**config.mk**
```make
export PLATFORM = sky130hd
export DESIGN_NAME = button_debouncer
export DESIGN_NICKNAME = d
export VERILOG_FILES = /design/src/rtl/button_debouncer.sv
export SDC_FILE = /design/constraint.sdc
export NUM_CORES = 1
export LEC_CHECK = 0
export CELL_PAD_IN_SITES_DETAIL_PLACEMENT = 2
export CELL_PAD_IN_SITES_GLOBAL_PLACEMENT = 2
export CORE_MARGIN = 2
export CORE_UTILIZATION = 25
export CTS_CLUSTER_DIAMETER = 120
export CTS_CLUSTER_SIZE = 28
export DETAILED_ROUTE_END_ITERATION = 6
export HOLD_SLACK_MARGIN = 0.15
export PLACE_DENSITY_LB_ADDON = 0.1
export SLEW_MARGIN = 20
export SYNTH_ARGS = -nofsm -noshare
export SYNTH_HDL_FRONTEND = slang
export SYNTH_SLANG_ARGS = --single-unit
```
**constraint.sdc**
```tcl
create_clock -name clk -period 7.54 [get_ports clk]
set_clock_uncertainty 0.2 [all_clocks]
set_input_delay 1.885 -clock clk [delete_from_list [all_inputs] [get_ports clk]]
set_output_delay 1.885 -clock clk [all_outputs]
set_load 0.02 [all_outputs]
```
**src/rtl/button_debouncer.sv**
```systemverilog
// button_debouncer: synchronizes a bouncy push-button pin and turns it into a
// debounced level plus single-cycle press/release events, with optional
// hold-to-auto-repeat.
module button_debouncer #(
    parameter bit          ACTIVE_LOW      = 1'b1,
    parameter int unsigned DEBOUNCE_CYCLES = 500000,
    parameter int unsigned HOLD_CYCLES     = 25000000,
    parameter int unsigned REPEAT_CYCLES   = 10000000,
    parameter int unsigned CNT_W           = 25
) (
    input  logic clk,
    input  logic rst_n,
    input  logic btn_raw,
    input  logic rpt_en,
    output logic btn_level,
    output logic press_pulse,
    output logic release_pulse,
    output logic long_press
);

    // Terminal timer values. The sample that leaves IDLE/PRESSED counts as the
    // first debounce sample, so debounce completes one count earlier.
    localparam logic [CNT_W-1:0] DEB_LAST  = CNT_W'(DEBOUNCE_CYCLES - 2);
    localparam logic [CNT_W-1:0] HOLD_LAST = CNT_W'(HOLD_CYCLES - 1);
    localparam logic [CNT_W-1:0] RPT_LAST  = CNT_W'(REPEAT_CYCLES - 1);
    localparam logic             PIN_IDLE  = ACTIVE_LOW;

    typedef enum logic [2:0] {
        IDLE         = 3'd0,
        PRESS_WAIT   = 3'd1,
        PRESSED      = 3'd2,
        REPEAT       = 3'd3,
        RELEASE_WAIT = 3'd4
    } state_t;

    logic             sync1;
    logic             sync2;
    logic             btn_s;
    state_t           state;
    state_t           state_nxt;
    logic [CNT_W-1:0] timer;
    logic [CNT_W-1:0] timer_nxt;
    logic             level_nxt;
    logic             press_nxt;
    logic             release_nxt;
    logic             long_nxt;

    // Two-flop synchronizer; resets to the idle pin level so reset never looks like a press.
    always_ff @(posedge clk or negedge rst_n) begin
        if (!rst_n) begin
            sync1 <= PIN_IDLE;
            sync2 <= PIN_IDLE;
        end else begin
            sync1 <= btn_raw;
            sync2 <= sync1;
        end
    end

    assign btn_s = sync2 ^ ACTIVE_LOW;

    // State, timer and registered outputs.
    always_ff @(posedge clk or negedge rst_n) begin
        if (!rst_n) begin
            state         <= IDLE;
            timer         <= '0;
            btn_level     <= 1'b0;
            press_pulse   <= 1'b0;
            release_pulse <= 1'b0;
            long_press    <= 1'b0;
        end else begin
            state         <= state_nxt;
            timer         <= timer_nxt;
            btn_level     <= level_nxt;
            press_pulse   <= press_nxt;
            release_pulse <= release_nxt;
            long_press    <= long_nxt;
        end
    end

    // Next-state, timer and output decode; a release sample always beats a timer expiry.
    always_comb begin
        state_nxt   = state;
        timer_nxt   = timer;
        press_nxt   = 1'b0;
        release_nxt = 1'b0;

        case (state)
            IDLE: begin
                if (btn_s) begin
                    state_nxt = PRESS_WAIT;
                    timer_nxt = '0;
                end
            end

            PRESS_WAIT: begin
                if (!btn_s) begin
                    state_nxt = IDLE;
                    timer_nxt = '0;
                end else if (timer == DEB_LAST) begin
                    state_nxt = PRESSED;
                    timer_nxt = '0;
                    press_nxt = 1'b1;
                end else begin
                    timer_nxt = timer + CNT_W'(1);
                end
            end

            PRESSED: begin
                if (!btn_s) begin
                    state_nxt = RELEASE_WAIT;
                    timer_nxt = '0;
                end else if (!rpt_en) begin
                    timer_nxt = '0;
                end else if (timer == HOLD_LAST) begin
                    state_nxt = REPEAT;
                    timer_nxt = '0;
                    press_nxt = 1'b1;
                end else begin
                    timer_nxt = timer + CNT_W'(1);
                end
            end

            REPEAT: begin
                if (!btn_s) begin
                    state_nxt = RELEASE_WAIT;
                    timer_nxt = '0;
                end else if (!rpt_en) begin
                    state_nxt = PRESSED;
                    timer_nxt = '0;
                end else if (timer == RPT_LAST) begin
                    timer_nxt = '0;
                    press_nxt = 1'b1;
                end else begin
                    timer_nxt = timer + CNT_W'(1);
                end
            end

            RELEASE_WAIT: begin
                if (btn_s) begin
                    state_nxt = PRESSED;
                    timer_nxt = '0;
                end else if (timer == DEB_LAST) begin
                    state_nxt   = IDLE;
                    timer_nxt   = '0;
                    release_nxt = 1'b1;
                end else begin
                    timer_nxt = timer + CNT_W'(1);
                end
            end

            default: begin
                state_nxt = IDLE;
                timer_nxt = '0;
            end
        endcase

        level_nxt = (state_nxt == PRESSED) || (state_nxt == REPEAT) ||
                    (state_nxt == RELEASE_WAIT);
        long_nxt  = (state_nxt == REPEAT);
    end

endmodule
```
# Word level (Yosys, flattened, before mapping)
# Index checks and enable logic that the tools add are counted.
word_totals:
  elab_cells: 56
  reg_bits: 34
  in_bits: 4
  out_inout_bits: 4
op_classes:
  n_mux: 33
  add_sub_neg: 1
  reduce_logical: 3
  eq_ne: 11
op_table:
  columns: ["operator", "n"]
  rows:
  - ["$mux W25", 10]
  - ["$pmux W25 S5", 1]
  - ["$mux W3", 10]
  - ["$add A25 B1 Y25 const B", 1]
  - ["$eq A25 B19 Y1 const B", 1]
  - ["$eq A25 B24 Y1 const B", 1]
  - ["$eq A25 B25 Y1 const B", 1]
  - ["$pmux W3 S5", 1]
  - ["$eq A3 B2 Y1 const B", 4]
  - ["$mux W1", 10]
  - ["$eq A3 B3 Y1 const B", 2]
  - ["$eq A3 B1 Y1 const B", 1]
  - ["$logic_not A3 Y1", 1]
  - ["$pmux W1 S3", 1]
  - ["$logic_or A1 B1 Y1", 2]
  - ["$ne A2 B2 Y1 const B", 1]

# Logic depth before layout (Yosys ltp)
logic_depth:
  word_depth: 8
  depth_mapped: 10

# Least setup slack after synthesis
# Ideal clock, no wire load.
synth_timing:
  path_kind: "input-to-reg"
  from: "in rpt_en"
  to: "reg timer[20]"
  required_ps: 7253
  stages: 6
  setup_slack_ps: 4296
  t_arrival_ps: 2958
  setup_time_ps: 87
  path_cell_list: "and2_1 o41ai_1 a22o_1 buf_2 or4_1 o211ai_1"
synth_between:
  elab_chain_cells: 3
  word_cells_on_any_way: 5
  classes_between: "mux: 5"
synth_rtl:
  columns: ["item", "line_no", "source"]
  rows:
  - ["start: declaration", "14", "input logic rpt_en,"]
  - ["$mux W25, on equally long branches", "127, 112", null]
  - ["$mux W25, on equally long branches", "124, 109", null]
  - ["$pmux W25 S5 *", "87", "case (state)"]
  - ["end signal: assignment", "72", "timer <= timer_nxt;"]
  - ["end: declaration", "41", "logic [CNT_W-1:0] timer;"]
# Every way passes the cells marked *; elsewhere a longest branch is shown, timed or not.
# A chain may end at the register's enable or synchronous reset.

# Final worst setup path
layout_timing:
  from: "in rpt_en"
  to: "reg timer[23]"
# Same word-level chain as after synthesis.

==> key figures <==
Run status
  • Status: finished clean

Final layout
  • Area Overhead vs Synth: 10.60%
  • Most frequent cells in the layout: 36 x nand2_1, 32 x dfrtp_1, 13 x o21ai_0
  • Fin area: 2271 um2
  • Post-layout net count: 236
  • Final Core Density: 28.06%
  • Share of cells above drive strength 1: 6.926%
  • Commonest non-fill, non-tap cell in the layout: nand2_1
  • ANT cells: 0

Placed design
  • Placer congestion estimate: 0.7734
  • Area post-placement: 2190 um2
  • Buffers on Ports: 7
  • Dpl hpwl: 4352 um

Synthesis
  • Post-synth EDFFs: 0
  • Top_reg_cell synth: dfrtp_1
  • Async set or reset register ratio after synthesis: 100.0%
  • Syn_area_per_cell: 9.005 um2
  • Yosys cell types: 51
  • Yosys reg bits: 34
  • Post-Syn Area: 2053 um2
  • Sequential area share after synthesis: 41.56%
  • Synth Warn #: 0
  • Syn nets: 234
  • Syn Inst Count: 228

Floorplan
  • # rows: 33
  • Number of placed I/O pins: 8
  • Core ar.: 8093 um2
  • Die height: 94.63 um
  • Die area: 8954 um2
  • Initial core utilization: 25.37%
  • Die X-Extent: 94.63 um

Setup path
  • Most used cell, CP: o41ai_1
  • Crit Path Category: in -> reg
  • Worst R2R Start: timer[0]
  • CP peak stage delay: 0.49 ns
  • Worst-path maximum fanout: 29
  • CP cell instances: clkdlybuf4s50_1, and2_1, o41ai_1, a22o_2, or2_2, o41ai_1
  • Startpoint types: input port
  • Critical path required time: 7.52 ns
  • Crit path DAT: 3.79 ns
  • Critical path's top delay family: compound AO/OA/AOI/OAI gates
  • CP max stage cell: clkdlybuf4s50_1
  • CP bufs+invs: 1
  • Critical Path End Type: flop
  • Crit path launch: rpt_en

STA
  • Count of pins over their slew limit: 0
  • Worst-Margin Slew: 0.8303 ns
  • RSZ-0062 raised after global routing: false
  • Min cycle time layout: 3.817 ns
  • Setup TNS: 0 ns
  • Fin. Hold Viols: 0
  • Fin crit share: 50.62%
  • Fmax: 262.0 MHz
  • Final setup fails: 0
  • Max_slew headroom: 44.65%

CTS
  • Clock-pin slew on the worst setup and hold paths: 0.07 ns
  • Clock Tree Buf Depth: 2
  • Root Driver: clkbuf_8
  • CTS Buf Count: 5
  • Post-cts sizing count: 0
  • Cts-stage hold buffer count: 0
  • # clock sinks: 34
  • Post-CTS setup buffers: 0
  • CTS tree: yes
  • Worst skew pair latency: 0.29 ns
  • Number of H-tree levels: 2

Global route
  • First-pass GRT wire length: 10930 um
  • Antenna violations before repair: 0
  • Total gr overflow: 0
  • Largest net degree at the start of global routing: 35
  • Gr usage total: 15.99%
  • Vias in the first global route: 1994

Routing
  • WL per Instance: 18.57 um
  • Number of nets with antenna violations after routing: 0
  • First DRT Iteration DRCs: 71
  • Detailed Routing Iterations Pass 1: 4
  • Vias: 1795
  • Final WL: 6241 um
  • DRC: 0
  • Vias/cell: 5.342

Power
  • VDD IR max: 64.49 uV
  • Pwr dens: 151.3 nW/um2
  • Pleak: 0.9333 nW

Min path
  • Startpoint of the worst hold path: sync1
  • Worst Hold Class: reg -> reg

Run
  • Max-cap violations: 0
synthesized netlist by cell type (all sizes together), types with 4 or more instances:
library cell  instances  area [um2]
nand3                 6       30.03
clkbuf                5       18.77
nand4                 6       37.54
a21o                  6       45.04
nor2                 10       37.54
and2                  4       25.02
buf                   9       56.30
o22a                  4       35.03
xor2                  4       35.03
and3                 10       62.56
nand2                36       135.1
nor3b                 7       63.81
nor3                 11       55.05
nor4                  7       43.79
o21ai                13       65.06
nor4b                 5       50.04
a211o                 4       35.03
dfrtp                32       800.8
and4                  4       35.03
cell families after synthesis:
| group | count (synthesis) | share of synthesized area (%) |
|---|---|---|
| buffers and inverters | 17 | 4.205 |
| AND/OR/NAND/NOR | 120 | 33.03 |
| XOR/XNOR | 6 | 2.559 |
| adder cells (fa/ha/maj) | 2 | 1.219 |
| AO/OA/AOI/OAI | 49 | 17.43 |
| flip-flops | 34 | 41.56 |
cell type report:
class | instances | area [um2]
Fill cell | 954 | 5822
Inverter | 3 | 11.26
Multi-Input combinational cell | 177 | 1115
Clock buffer | 8 | 80.08
Tap cell | 105 | 131.4
Sequential cell | 34 | 853.3
Timing Repair Buffer | 9 | 80.08
state kept, by name (all words and copies together) (netlist names):
signal         cells
timer             25
state              3
btn_level          1
long_press         1
press_pulse        1
release_pulse      1
sync1              1
sync2              1
metal layers:
metal / vias up / wire length [um] / GRT usage, %
met5: - / 0 / 0
met4: 0 / 66 / 3.986
met3: 7 / 114 / 2.634
met2: 15 / 3074 / 27.90
met1: 925 / 2985 / 20.53
li1: 848 / - / -
per-stage QoR:
step                      std cells  total power [W]  hold WS [ns]  setup WS (ns)
after floorplan                 228        0.0002047        0.1452          4.296
after detailed placement        328        0.0002157        0.1476          3.160
after global routing            336        0.0003655        0.1735          3.561
final                           336        0.0003437        0.1638          3.723
after CTS                       336        0.0003540        0.1656          3.449
after global placement          328        0.0002152        0.1494          3.201
final timing paths:
check,cells after the start,end,slack (ns)
setup / recovery,6,timer[23],3.72
hold / removal,0,sync2,0.16
setup reg to reg,8,timer[13],4.59
hold reg to reg,0,sync2,0.16
max in group asynchronous,1,timer[13],5.12
min in group asynchronous,1,timer[20],1.50
power by group:
| group | internal, W | switching [W] | total, W | leakage [nW] |
|---|---|---|---|---|
| registers | 0.000185 | 0.00000449 | 0.000190 | 0.464 |
| logic | 0.00000651 | 0.0000147 | 0.0000212 | 0.430 |
| clock network | 0.0000657 | 0.0000669 | 0.000133 | 0.0395 |
| total | 0.000258 | 0.0000860 | 0.000344 | 0.933 |
(Power assumes the default switching activity.)
==> edit 1, RTL diff (same settings) <==
The 5 states of `state_t` get a one-hot encoding in 5 bits.
--- a/src/rtl/button_debouncer.sv
+++ b/src/rtl/button_debouncer.sv
@@ -26,10 +26,10 @@
     localparam logic             PIN_IDLE  = ACTIVE_LOW;
 
-    typedef enum logic [2:0] {
-        IDLE         = 3'd0,
-        PRESS_WAIT   = 3'd1,
-        PRESSED      = 3'd2,
-        REPEAT       = 3'd3,
-        RELEASE_WAIT = 3'd4
+    typedef enum logic [4:0] {
+        IDLE         = 5'b00001,
+        PRESS_WAIT   = 5'b00010,
+        PRESSED      = 5'b00100,
+        REPEAT       = 5'b01000,
+        RELEASE_WAIT = 5'b10000
     } state_t;
 
Formal check against the unedited RTL: same outputs for any inputs over 10 cycles, from zero or initial values and one cycle with rst_n low; not proved beyond that.
==> edit 1 against the unedited design <==
Die area increased by 1.8%. Synthesized area increased by 1.9%. First-iteration DRC count decreased by 31%. Worst setup slack got worse by 0.17 ns. Final area increased by 2.2%. Sequential cell count increased by 2. Register-to-register slack got worse by 0.10 ns. Routed wire length decreased by 3.8%. Critical path depth unchanged. Via count decreased by 3.1%. Cell count increased by 1.5%. Highest routed layer unchanged.
Power is not compared: it rests on default switching activity, and its combinational part moved more than twofold at a synthesized area within 25%.
==> edit 1: results (changes against the unedited design) <==
* Status: finished clean
* Reg clk slew, reported paths at 0.07 ns (about the same)
* First-pass GRT wire length at 10100 µm (-7.3%)
* PortBufs at 7 (unchanged)
* Post-Place Cells at 334 (+1.8%)
* Starting DRT DRC Count at 49 (-31%)
* Compound-gate portion of the synthesized area at 11.8% (-5.6 points)
* Seq/Total Area, Yosys at 43.2% (+1.7 points)
* Leak at 0.902 nW
* Max_cap viols at 0 (unchanged)
* Total Routing Usage GR at 14.7% (-1.3 points)
* Number of global-route vias before repair at 1911 (-4.2%)
* Slowest cell delay on critical path at 0.57 ns (+0.08 ns)
* Relative slew slack at 42.9% (-1.7 points)
* Largest registers: timer (25), state (5)
* Largest cells by area after synthesis: dfrtp_1 (39%), xor2_1 (5.9%), nor2_1 (5.6%)
* Fraction of synthesized cell area in xor and xnor cells at 7.95% (+5.4 points)
* Clock root cell: clkbuf_8
* Via-to-Cell Ratio at 5.10 (-4.5%)
* Drc violations at 0 (unchanged)
* Slowest-stage cell, CP: a32oi_2
* Synth area leader: dfrtp_1
* Critical Path Fanout Max at 15 (-48%)
* Post-detail-place hpwl at 4350 µm (about the same)
* Commonest cells in the netlist: dfrtp_1 (33), nor2_1 (31), nand2_1 (19)
* WL/cell at 17.6 µm (-5.2%)
* Post-synthesis adder-cell area fraction at 1.20% (-0.023 points)
* Largest net degree at the start of global routing at 37 (+5.7%)
* Fillers at 931 (-2.4%)
* Asr flop ratio synth at 100% (unchanged)
* Final nets at 242 (+2.5%)
* Share of layout cells above drive strength 1 at 6.36% (-0.57 points)
* Placer Congestion at 0.704 (-9.0%)
* Clock tree buffer depth at 2 (unchanged)
* Synth warn at 0 (unchanged)
* F_max at 0.251 GHz (-4.2%)
* CTS buffer count at 5 (unchanged)
* Layout Cells excl Fill at 341 (+1.5%)
* Post-Place Cell Area at 2220 µm² (+1.6%)
* Post-synthesis area per instance at 8.94 µm² (-0.72%)
* Crit path DAT at 4.00 ns (+0.21 ns)
* Critical path's top delay family: compound AO/OA/AOI/OAI gates
* Final Slew Violations at 0 (unchanged)
* Mux contribution to synthesized area at 0.478% (+0.48 points)
* Antenna violations before repair at 0 (unchanged)
* Post-synth cell types at 50 (-2.0%)
==> edit 1: power breakdown <==
group	switching [mW]	leakage, nW	internal, mW
clock network	0.0724	0.0503	0.0815
registers	0.0175	0.490	0.204
logic	0.0637	0.361	0.0359
total	0.154	0.902	0.322
==> edit 1: layout make-up <==
type	instances	area, µm²	share of cell area (%)
clock buffer	7	96.3	4.15
timing repair buffer	7	65.1	2.80
inverter	6	22.5	0.970
sequential	36	905	39.0
multi-input combinational	180	1100	47.4
tap	105	131	5.66
==> edit 1: kinds of logic (layout without fill, tap and decap cells) <==
logic type | after synthesis | count (layout)
mux | 1 | 1
buf+inv | 18 | 20
xor+xnor | 19 | 19
fa+ha+maj | 2 | 2
simple gates | 122 | 122
flops | 36 | 36
compound gates | 36 | 36
==> edit 1: path summary, 6_finish.rpt <==
kind / from / end / slack [ns] / cells after the start
max: rpt_en / timer[19] / 3.55 / 6
min: sync1 / sync2 / 0.16 / 0
max reg2reg: timer[11] / timer[19] / 4.49 / 6
min reg2reg: sync1 / sync2 / 0.16 / 0
max in group asynchronous: rst_n / timer[4] / 5.11 / 1
min in group asynchronous: rst_n / btn_level / 1.50 / 1
==> edit 1: per-stage QoR <==
stage          hold WS [ns]  worst slack (ns)  power, mW
2_1_floorplan         0.145              4.38      0.296
3_3_place_gp          0.147              3.31      0.327
3_5_place_dp          0.149              3.21      0.329
4_1_cts               0.160              3.51      0.486
5_1_grt               0.165              3.35      0.505
6_report              0.158              3.55      0.475
==> edit 1: per-layer routing <==
layer	up-vias	routed length (µm)	track usage, %
li1	838	-	-
met2	12	2710	23.5
met5	-	0	0
met1	883	3100	20.1
met3	7	117	2.61
met4	0	84	4.64
==> edit 2, RTL diff (config.mk and constraints unchanged) <==
Made on the original files. `ACTIVE_LOW`: 1'b1 -> 1'b0.
--- a/src/rtl/button_debouncer.sv
+++ b/src/rtl/button_debouncer.sv
@@ -3,5 +3,5 @@
 // hold-to-auto-repeat.
 module button_debouncer #(
-    parameter bit          ACTIVE_LOW      = 1'b1,
+    parameter bit          ACTIVE_LOW      = 1'b0,
     parameter int unsigned DEBOUNCE_CYCLES = 500000,
     parameter int unsigned HOLD_CYCLES     = 25000000,
Check against the original RTL: no difference found for any inputs over 10 cycles, from zero or initial values and one cycle with rst_n low; that may be too few to reach the edited logic, so the function may still have changed.
==> edit 2 against the unedited design <==
Synthesized area decreased by 1.8%. Total power increased by 20%. Global-route usage decreased by 0.96 points. Register-to-register slack got worse by 0.13 ns. Sequential power decreased by 2%. Sequential cell count unchanged. Worst setup slack got worse by 0.18 ns. Routed wire length decreased by 4.1%. Hold slack got worse by 0.0046 ns. Final area increased by 1.3%. Critical path depth unchanged.
==> edit 2: results (changes against the unedited design) <==
* Crit path to: timer[10]
* Critical Path Fanout Max at 28 (-3.4%)
* Post-CTS Setup Bufs at 0 (unchanged)
* First-pass GRT wire length at 10300 µm (-5.7%)
* Worst reg2reg endpoint: timer[24]
* Via-to-Cell Ratio at 5.30 (-0.83%)
* Slowest-stage cell, CP: a32oi_4
* Starting DRT DRC Count at 68 (-4.2%)
* Seq/Total Area, Yosys at 42.2% (+0.62 points)
* Crit Reg-Reg Startpoint: timer[7]
* Placer Congestion at 0.760 (-1.7%)
* Total Routing Usage GR at 15.0% (-0.96 points)
* Slowest cell delay on critical path at 0.77 ns (+0.28 ns)
* Post-synth cell types at 46 (-9.8%)
* Fillers at 893 (-6.4%)
* Post-placement setup slack at 3.23 ns (+0.0655 ns)
* Crit path DAT at 4.02 ns (+0.23 ns)
* Reg2Reg Depth at 6 (-2)
* Layout Cells excl Fill at 329 (-2.1%)
* Number of global-route vias before repair at 1962 (-1.6%)
* WL/cell at 18.2 µm (-2.1%)
* Maximum vdd drop at 0.0607 mV (-5.8%)
* Fin crit period at 4.00 ns (+0.182 ns)
* Post-detail-place hpwl at 4310 µm (-1.1%)
* Share of layout cells above drive strength 1 at 10.1% (+3.2 points)
* Largest cells by area after synthesis: dfrtp_1 (42%), nand2_1 (6.0%), nand3_1 (5.5%)
* Post-Place Cell Area at 2160 µm² (-1.2%)
* Post-Place Cells at 321 (-2.1%)
* Status: finished clean
* Synthesized Nets at 230 (-1.7%)
* Commonest cells in the netlist: dfrtp_1 (34), nand2_1 (32), nand3_1 (22)
* Leak at 0.922 nW (-1.3%)
* Largest registers: timer (25), state (3)
-- edit 2: cell count changes in the layout (fill, tap and decap cells not counted), sizes merged, moves of 5 or more --
cell    unedited run  this run
nand3              6        22
a21oi              1         7
nor3b              7         2
nor3              11         2
mux2i              0         5
o311ai             1         8
inv                3         8
o21ai             13         6
-- edit 2: where the power goes --
group / switching (mW) / total [mW] / internal, mW
clock: 0.0747 / 0.207 / 0.133
sequential: 0.00264 / 0.186 / 0.184
combinational: 0.0146 / 0.0203 / 0.00572
-- edit 2: cells by family (layout without fill, tap and decap cells) --
kind of cell / count (synthesis) / in the layout / share of synthesized area [%]
flops: 34 / 34 / 42.2
simple gates: 114 / 114 / 30.0
fa+ha+maj: 2 / 2 / 1.24
mux: 5 / 5 / 2.48
xor+xnor: 4 / 4 / 1.74
buf+inv: 21 / 24 / 4.47
compound gates: 44 / 44 / 17.9
-- edit 2: worst min path at each step --
stage | to | start | slack, ns
after floorplan | btn_s | sync1 | 0.13
after global placement | btn_s | sync1 | 0.13
after detailed placement | btn_s | sync1 | 0.14
after CTS | btn_s | sync1 | 0.16
after global routing | btn_s | sync1 | 0.18
final | btn_s | sync1 | 0.16
-- edit 2: area by class of cell --
class | count | area (µm²) | area share [%]
Tap cell | 102 | 128 | 5.55
Clock buffer | 5 | 68.8 | 2.99
Sequential cell | 34 | 851 | 37.0
Multi-Input combinational cell | 169 | 1080 | 47.0
Timing Repair Buffer | 8 | 72.6 | 3.15
Inverter | 8 | 30.0 | 1.31
Clock inverter | 3 | 68.8 | 2.99
-- edit 2: routing by layer --
metal | wire length, µm | vias up | track usage (%)
li1 | - | 830 | -
met3 | 104 | 4 | 2.41
met2 | 3020 | 10 | 26.5
met5 | 0 | - | 0
met4 | 51 | 0 | 3.86
met1 | 2810 | 899 | 19.0
